===== src/rtl/pipe_skid_reg.sv =====
// Two-entry valid/ready skid register with synchronous flush and re-timed reset release.
// Optional PIPE_SKID_PERF_EN adds transfer/stall counters as extra output ports.
module pipe_skid_reg #(
  parameter int unsigned      WIDTH     = 64,
  parameter logic [WIDTH-1:0] RESET_VAL = '0
) (
  input  logic             clk,
  input  logic             rst,
  input  logic             flush,
  input  logic             in_valid,
  output logic             in_ready,
  input  logic [WIDTH-1:0] in_data,
  output logic             out_valid,
  input  logic             out_ready,
  output logic [WIDTH-1:0] out_data
`ifdef PIPE_SKID_PERF_EN
  ,
  output logic [31:0]      perf_xfer_cnt,
  output logic [31:0]      perf_stall_cnt
`endif
);

  typedef enum logic [1:0] {
    EMPTY = 2'd0,
    BUSY  = 2'd1,
    FULL  = 2'd2
  } state_e;

  state_e           state_q, state_d;
  logic [WIDTH-1:0] main_q, main_d;
  logic [WIDTH-1:0] skid_q, skid_d;
  logic [1:0]       rst_sync_q;
  logic             rst_int;
  logic             in_fire, out_fire;

  // Assertion is immediate; release is delayed by two clk edges.
  always_ff @(posedge clk or posedge rst) begin
    if (rst) rst_sync_q <= 2'b11;
    else     rst_sync_q <= {rst_sync_q[0], 1'b0};
  end

  assign rst_int = rst_sync_q[1];

  assign out_valid = (state_q != EMPTY);
  assign in_ready  = (state_q != FULL) && !rst_int;
  assign out_data  = main_q;
  assign in_fire   = in_valid && in_ready;
  assign out_fire  = out_valid && out_ready;

  always_comb begin
    state_d = state_q;
    main_d  = main_q;
    skid_d  = skid_q;
    if (flush) begin
      state_d = EMPTY;
    end else begin
      unique case (state_q)
        EMPTY: begin
          if (in_fire) begin
            main_d  = in_data;
            state_d = BUSY;
          end
        end
        BUSY: begin
          if (in_fire && out_fire) begin
            main_d = in_data;
          end else if (in_fire) begin
            skid_d  = in_data;
            state_d = FULL;
          end else if (out_fire) begin
            state_d = EMPTY;
          end
        end
        FULL: begin
          if (out_fire) begin
            main_d  = skid_q;
            state_d = BUSY;
          end
        end
        default: state_d = EMPTY;
      endcase
    end
  end

  always_ff @(posedge clk or posedge rst_int) begin
    if (rst_int) begin
      state_q <= EMPTY;
      main_q  <= RESET_VAL;
      skid_q  <= RESET_VAL;
    end else begin
      state_q <= state_d;
      main_q  <= main_d;
      skid_q  <= skid_d;
    end
  end

`ifdef PIPE_SKID_PERF_EN
  logic [31:0] xfer_cnt_q, stall_cnt_q;

  always_ff @(posedge clk or posedge rst_int) begin
    if (rst_int) begin
      xfer_cnt_q  <= '0;
      stall_cnt_q <= '0;
    end else begin
      if (out_fire)               xfer_cnt_q  <= xfer_cnt_q + 32'd1;
      if (out_valid && !out_ready) stall_cnt_q <= stall_cnt_q + 32'd1;
    end
  end

  assign perf_xfer_cnt  = xfer_cnt_q;
  assign perf_stall_cnt = stall_cnt_q;
`else
  // Counters absent; datapath behaviour is identical.
`endif

endmodule


===== config.mk =====
export PLATFORM = sky130hd
export DESIGN_NAME = pipe_skid_reg
export DESIGN_NICKNAME = d
export VERILOG_FILES = /design/src/rtl/pipe_skid_reg.sv
export SDC_FILE = /design/constraint.sdc
export NUM_CORES = 1
export LEC_CHECK = 0
export CORE_MARGIN = 1
export CORE_UTILIZATION = 49
export CTS_CLUSTER_DIAMETER = 100
export DETAILED_ROUTE_END_ITERATION = 10
export PLACE_DENSITY = 0.79
export SYNTH_ARGS = -nofsm -noshare
export SYNTH_HDL_FRONTEND = slang
export SYNTH_SLANG_ARGS = --single-unit

===== constraint.sdc =====
create_clock -name clk -period 4.8 [get_ports clk]
set_input_delay 1.44 -clock clk [delete_from_list [all_inputs] [get_ports clk]]
set_output_delay 1.44 -clock clk [all_outputs]
set_load 0.02 [all_outputs]

; After elaboration in Yosys (flattened, before gate mapping)
; Cells that the tools add are included.
[word_totals]
elab_cells = 38
input_bits = 69
output_inout_bits = 66
register_bits = 132
[op_classes]
bitwise_logic = 2
mux = 11
eq_ne = 10
n_reduce_logical = 11
[op_table]
columns = cell, count
row1 = $mux W64, 3
row2 = $pmux W64 S3, 1
row3 = $mux W2, 6
row4 = $ne A3 B3 Y1 const B, 3
row5 = $ne A2 B2 Y1 const B, 4
row6 = $reduce_and A4 Y1, 2
row7 = $pmux W2 S3, 1
row8 = $reduce_and A5 Y1, 1
row9 = $logic_and A1 B1 Y1, 4
row10 = $ne A4 B4 Y1 const B, 1
row11 = $reduce_bool A3 Y1, 1
row12 = $eq A2 B1 Y1 const B, 1
row13 = $eq A2 B2 Y1 const B, 1
row14 = $logic_not A2 Y1, 1
row15 = $not A1 Y1, 2
row16 = $reduce_bool A2 Y1, 1
row17 = $logic_not A1 Y1, 1

; Depth between registers and ports, before layout
; Gate-level depths: netlist of run 1.
[depth]
depth_word = 7
depth_mapped = 6
mapped_depth_nobuf = 4

; Least setup slack after synthesis of run 1
; Ideal clock, no wire load.
[synth_path]
kind = register -> output
from = reg state_q[1]
to = out in_ready
path_slack_ns = 2.150
n_path_buf = 2
arrival_ns = 1.210
t_required_ns = 3.360
path_stages_with_launch = 5
cell_sequence = dfrtp_1 -> nor2b_1 -> buf_2 -> buf_2 -> nor2_1
[synth_between]
elab_chain_cells = 2
[synth_rtl]
columns = item, line_no
row1 = start: declaration, 29  ; state_e state_q, state_d;
row2 = start signal: assignment, 91  ; state_q <= state_d;
row3 = $ne A2 B2 Y1, 45  ; assign in_ready = (state_q != FULL) && !rst_int;
row4 = $logic_and A1 B1 Y1, 45
row5 = end: declaration, 11  ; output logic in_ready,
; Every way passes these cells.

; Worst setup path in the final report of run 1
[layout_path]
from = in flush
to = reg skid_q[21]
[layout_between]
elab_chain_cells = 2
[layout_rtl]
columns = item, line_no
row1 = start: declaration, 9  ; input logic flush,
row2 = $not A1 Y1 (no line), --
row3 = $reduce_and A4 Y1 (no line), --
row4 = end signal: assignment, 93  ; skid_q <= skid_d;
row5 = end: declaration, 31  ; logic [WIDTH-1:0] skid_q, skid_d;
; Every way passes these cells.
; A chain may end at the register's enable or synchronous reset.

==> results of run 1 <==
[cell usage after synthesis]
master,instances
nand4bb_1,1
conb_1,1
a21oi_1,64
nor2b_1,2
nor4b_1,1
or4b_1,1
mux2_1,64
nand2b_1,1
o31ai_1,1
buf_2,16
nand3b_1,1
or3b_1,1
nor2_1,65
a21o_1,1
a31oi_1,2
dfstp_2,2
or2_2,1
buf_6,6
inv_1,2
mux2i_1,64
nand2_1,2
dfrtp_1,130
buf_4,3
clkbuf_1,4
[cell families after synthesis]
family	share of synthesized area, %
AOI/OAI and AO/OA	6.29
buffers and inverters	3.48
DFF	59.7
muxes	24.6
other	0.0678
and+or+nand+nor	5.83
[registers in the layout (all words and copies together) (netlist names)]
signal / cells
skid_q: 64
state_q: 2
out_data: 64
rst_sync_q: 2
[layout make-up]
class                           count  area [sq um]
Clock buffer                       21           480
Tap cell                          140           175
Fill cell                         839          3360
Multi-Input combinational cell    273          2070
Timing Repair Buffer              138          1370
Clock inverter                     10           169
Sequential cell                   132          3310
Inverter                            2          10.0
[routing by layer]
metal / GRT usage, % / share of wire, % / wire (um) / vias to the layer above
met5: 0 / 0 / 0 / -
li1: - / - / - / 1777
met4: 6.37 / 0.77 / 88 / 0
met2: 35.5 / 51 / 5870 / 87
met3: 5.85 / 4.5 / 518 / 7
met1: 25.9 / 44 / 5020 / 1855
[worst max-delay path, delay by kind of cell]
family	cells	cell delay, ns
buf+inv	1	0.49
simple gates	2	1.14
mux	1	0.55
[where the power goes]
part	switching [mW]	total, mW	leakage, nW	internal, mW
logic	0.361	0.745	1.56	0.384
clock network	0.470	1.40	0.309	0.928
registers	0.125	1.47	1.59	1.34
total	0.956	3.61	3.46	2.66
[how the worst max path moves through the flow]
stage               slack, ns     endpoint     startpoint
floorplan                0.96  out_data[0]  rst_sync_q[1]
global placement         1.01   skid_q[61]          flush
detailed placement       0.99   skid_q[61]          flush
CTS                      1.41   skid_q[61]          flush
global route             1.30   skid_q[60]          flush
finish                   1.42   skid_q[21]          flush
[per-stage QoR]
| step | cell area [sq um] | worst slack [ns] | util (%) | std cells | hold WS (ns) |
|---|---|---|---|---|---|
| finish | 7580 | 1.42 | 69.3 | 716 | 0.361 |
| CTS | 7580 | 1.41 | 69.3 | 716 | 0.361 |
| global placement | 6930 | 1.01 | 63.4 | 685 | 0.346 |
| global route | 7580 | 1.30 | 69.3 | 716 | 0.363 |
| detailed placement | 6930 | 0.986 | 63.4 | 685 | 0.351 |
| floorplan | 5530 | 0.958 | - | 436 | 0.345 |
==> impl_results.md, run 1 <==
* Outcome: finished clean
* Setup TNS at 0 ns
* Nets at 633
* Net Count, Synth at 505
* ANT cells at 0
* TritonCTS buffer count at 17
* Post-DR vias/cell at 5.20
* # DRC at 0
* Leak pwr at 3.46 nW
* Reg2Reg Setup Slack at 2.48 ns
* Core area at 10900 sq um
* Initial antenna violation count at 0
* Die Ht at 108 um
* Cells after Synth at 436
* Unrepaired setup endpoints after global routing: false
* Commonest non-fill, non-tap cell in the layout: clkdlybuf4s50_1
* Vias in the first global route at 3827
* First-pass detailed-route iteration total at 5
* CP Capture Type: flip-flop
* Part of the Yosys area used for sequential elements at 59.7%
* Hold depth at 0
* Post-CTS Setup Repair Bufs at 0
* Largest net degree at the start of global routing at 89
* Gr usage total at 20.9%
* Post-CTS Hold Buffers at 0
* Fin. Hold Viols at 0
* Netlist cell types at 24
* Reg2Reg Depth at 3
* Measured slew at the worst slew-check pin at 1.08 ns
* Leading area contributor after synthesis: dfrtp_1
* CTS root buf: clkbuf_16
* Largest cells by area after synthesis: dfrtp_1, mux2_1, mux2i_1
* Ports at 135
* Syn. warnings at 0
* Hold endpoint: rst_sync_q[1]
* Die X at 108 um
* CTS tree: yes
* VDD IR max at 326 uV
* Clk pin slew, worst setup/hold paths at 0.06 ns
* Rows at 38
* Layout cells sized above 1 at 7.47%
* Final ANT Viol Nets at 0
* Tmin final at 3.38 ns
* GP Congestion at 0.700
* First-pass GRT wire length at 18.6 mm
* CP max-delay cell: nand2_4
* Resized cells post-CTS at 0
* Skew final at 0.00827 ns
* Crit-path cells: clkdlybuf4s50_1 -> nor4b_1 -> nand2_4 -> mux2_1
* Via count at 3726
* Worst Hold Class: reg2reg
* Htree depth at 4
* Port Buffers at 134
* Final Cycle Share at 70.5%
* Clock Path Buffers at 2
* CP startpoint kind: input port
* Crit Path Class: in2reg
* Final slew viol count at 0
* FF-to-FF Start: state_q[1]
* Most frequent cells in the layout: clkdlybuf4s50_1, dfrtp_1, nor2_1
* Yosys reg bits at 132
* Global route overflow at 0
* Top-area cell type share of the netlist area at 58.8%
* Post-layout power at 3.61 mW
* Crit Path Max Fanout at 65
* Netlist Area Pre-Place at 5530 sq um
* CP required at 5.08 ns
* Drt total wl at 11.5 mm
* 1st-iter DRT viols at 168
* Avg Cell Area, Syn at 12.7 sq um
* Worst skew pair latency at 0.40 ns
* Final HPWL DP at 7.14 mm
* Max Clk Rate at 295 MHz
* Syn-to-layout area delta at 37.0%
* Average wire per standard cell at 16.1 um
* Die area at 11700 sq um
* Total power divided by cell area at 476 nW/um^2
* Reg2Reg Capture Point: skid_q[21]
* Final-report setup violation count at 0
* Initial Util at 50.6%
* Slew margin rel. at 28.0%
* Min-Delay Startpoint: rst_sync_q[0]
* Num Clock Sinks at 132
* Maxcap violations at 0
* Critical path arrival at 3.66 ns
* Slowest stage delay, CP at 0.61 ns
(Power assumes the default switching activity.)
==> run 2, diff against run 1 <==
==> constraint.sdc (replaced) <==
create_clock -name clk -period 3.3 [get_ports clk]
set_input_delay 0.99 -clock clk [delete_from_list [all_inputs] [get_ports clk]]
set_output_delay 0.99 -clock clk [all_outputs]
set_load 0.02 [all_outputs]
==> impl_results.md, run 2 (synthesized netlist as in run 1, its figures left out) <==
* Final slew viol count at 0
* CP startpoint kind: flip-flop
* # DRC at 0
* Num Clock Sinks at 132
* TritonCTS buffer count at 17
* Slowest stage delay, CP at 0.64 ns
* Average wire per standard cell at 16.3 um
* Largest net degree at the start of global routing at 69
* Total power divided by cell area at 687 nW/um^2
* Ports at 135
* CTS tree: yes
* Final ANT Viol Nets at 0
* Die area at 11700 sq um
* Global route overflow at 0
* Core area at 10900 sq um
* Max Clk Rate at 366 MHz
* Slew margin rel. at 25.0%
* CP required at 2.31 ns
* Worst skew pair latency at 0.40 ns
* Leak pwr at 3.48 nW
* Gr usage total at 21.4%
* Final core occ at 69.9%
* CP Capture Type: primary output
* Clk pin slew, worst setup/hold paths at 0.05 ns
* 1st-iter DRT viols at 149
* Post-DR vias/cell at 5.23
* Maxcap violations at 0
* Final Cycle Share at 82.9%
* Htree depth at 4
* Setup TNS at 0 ns
* Crit Path Class: reg2out
* Hold WS at 0.355 ns
* Drt total wl at 11.7 mm
* FF/Latch Area at 3310 sq um
* Area of the multi-input gates at 2060 sq um
* Commonest non-fill, non-tap cell in the layout: clkdlybuf4s50_1
* Rows at 38
* Post-CTS Hold Buffers at 0
* Final HPWL DP at 7.58 mm
* Measured slew at the worst slew-check pin at 1.12 ns
* Nets at 636
* Via count at 3767
* Crit Path Max Fanout at 8
* Unrepaired setup endpoints after global routing: false
* Initial antenna violation count at 0
* Fin. Hold Viols at 0
* Die X at 108 um
* VDD IR max at 337 uV
* Vias in the first global route at 4025
* Outcome: finished clean
* Final-report setup violation count at 0
* Tmin final at 2.73 ns
* Port Buffers at 134
* Initial Util at 50.6%
* ANT cells at 0
* First-pass detailed-route iteration total at 4
* Resized cells post-CTS at 0
* First-pass GRT wire length at 19.1 mm
* GP Congestion at 0.724
* Layout cells sized above 1 at 7.76%
* Filler Cells Inserted at 830
* CTS root buf: clkbuf_16
* CP max-delay cell: clkdlybuf4s50_1
* Most frequent cells in the layout: clkdlybuf4s50_1, dfrtp_1, nor2_1
* Skew final at 0.00592 ns
* Worst Hold Class: reg2reg
* Crit-path cells: nor2b_4 -> nor2_1 -> clkdlybuf4s50_1
* Die Ht at 108 um
* Post-CTS Setup Repair Bufs at 0
* Syn-to-layout area delta at 38.2%
* Clock Path Buffers at 2
* Critical path arrival at 1.74 ns
==> run 2: changes by cell type in the layout (fill, tap and decap cells not counted), sizes merged <==
cell / delta
inv: -4
buf: +3
clkinv: +2
clkbuf: +3
==> run 2: area by class of cell <==
type	instances	area share [%]
sequential	132	43.2
tap	140	2.29
clock buffer	24	6.56
inverter	2	0.147
multi-input combinational	273	27.0
timing repair buffer	141	18.9
clock inverter	8	1.90
==> run 2: report_power, final <==
part / leakage [nW] / total, mW / switching, mW / internal [mW]
logic: 1.58 / 1.09 / 0.528 / 0.565
clock network: 0.312 / 2.02 / 0.654 / 1.36
registers: 1.59 / 2.14 / 0.186 / 1.96
==> run 2: per-layer routing <==
metal | GRT usage, % | share of wire [%] | up-vias
met2 | 36.9 | 52 | 91
met4 | 9.75 | 2.3 | 0
met3 | 5.42 | 4.8 | 21
li1 | - | - | 1778
met1 | 25.1 | 41 | 1877
met5 | 0 | 0 | -
==> run 2: per-stage QoR <==
step / cell area [sq um] / worst slack (ns) / total power, mW / cells
after floorplan: 5540 / 1.10 / 2.70 / 436
after global placement: 7000 / 0.513 / 3.21 / 688
after detailed placement: 7000 / 0.425 / 3.27 / 688
after CTS: 7650 / 0.523 / 5.30 / 720
after global routing: 7650 / 0.470 / 5.49 / 720
final: 7650 / 0.565 / 5.25 / 720
==> run 2: worst max-delay path, delay by kind of cell, from the launching register on <==
kind | cells | cell delay (ns)
and+or+nand+nor | 2 | 0.25
buffers and inverters | 1 | 0.64
DFF | 1 | 0.45
==> run 2: worst paths after layout <==
path / from / to / slack (ns) / depth (start not counted)
setup / recovery: state_q[1] / in_ready / 0.57 / 3
min in group asynchronous: rst_sync_q[1] / skid_q[59] / 0.54 / 1
max in group asynchronous: rst_sync_q[1] / out_data[23] / 1.88 / 2
setup reg to reg: state_q[0] / out_data[53] / 1.37 / 3
hold / removal: rst_sync_q[0] / rst_sync_q[1] / 0.35 / 0
hold reg to reg: rst_sync_q[0] / rst_sync_q[1] / 0.35 / 0
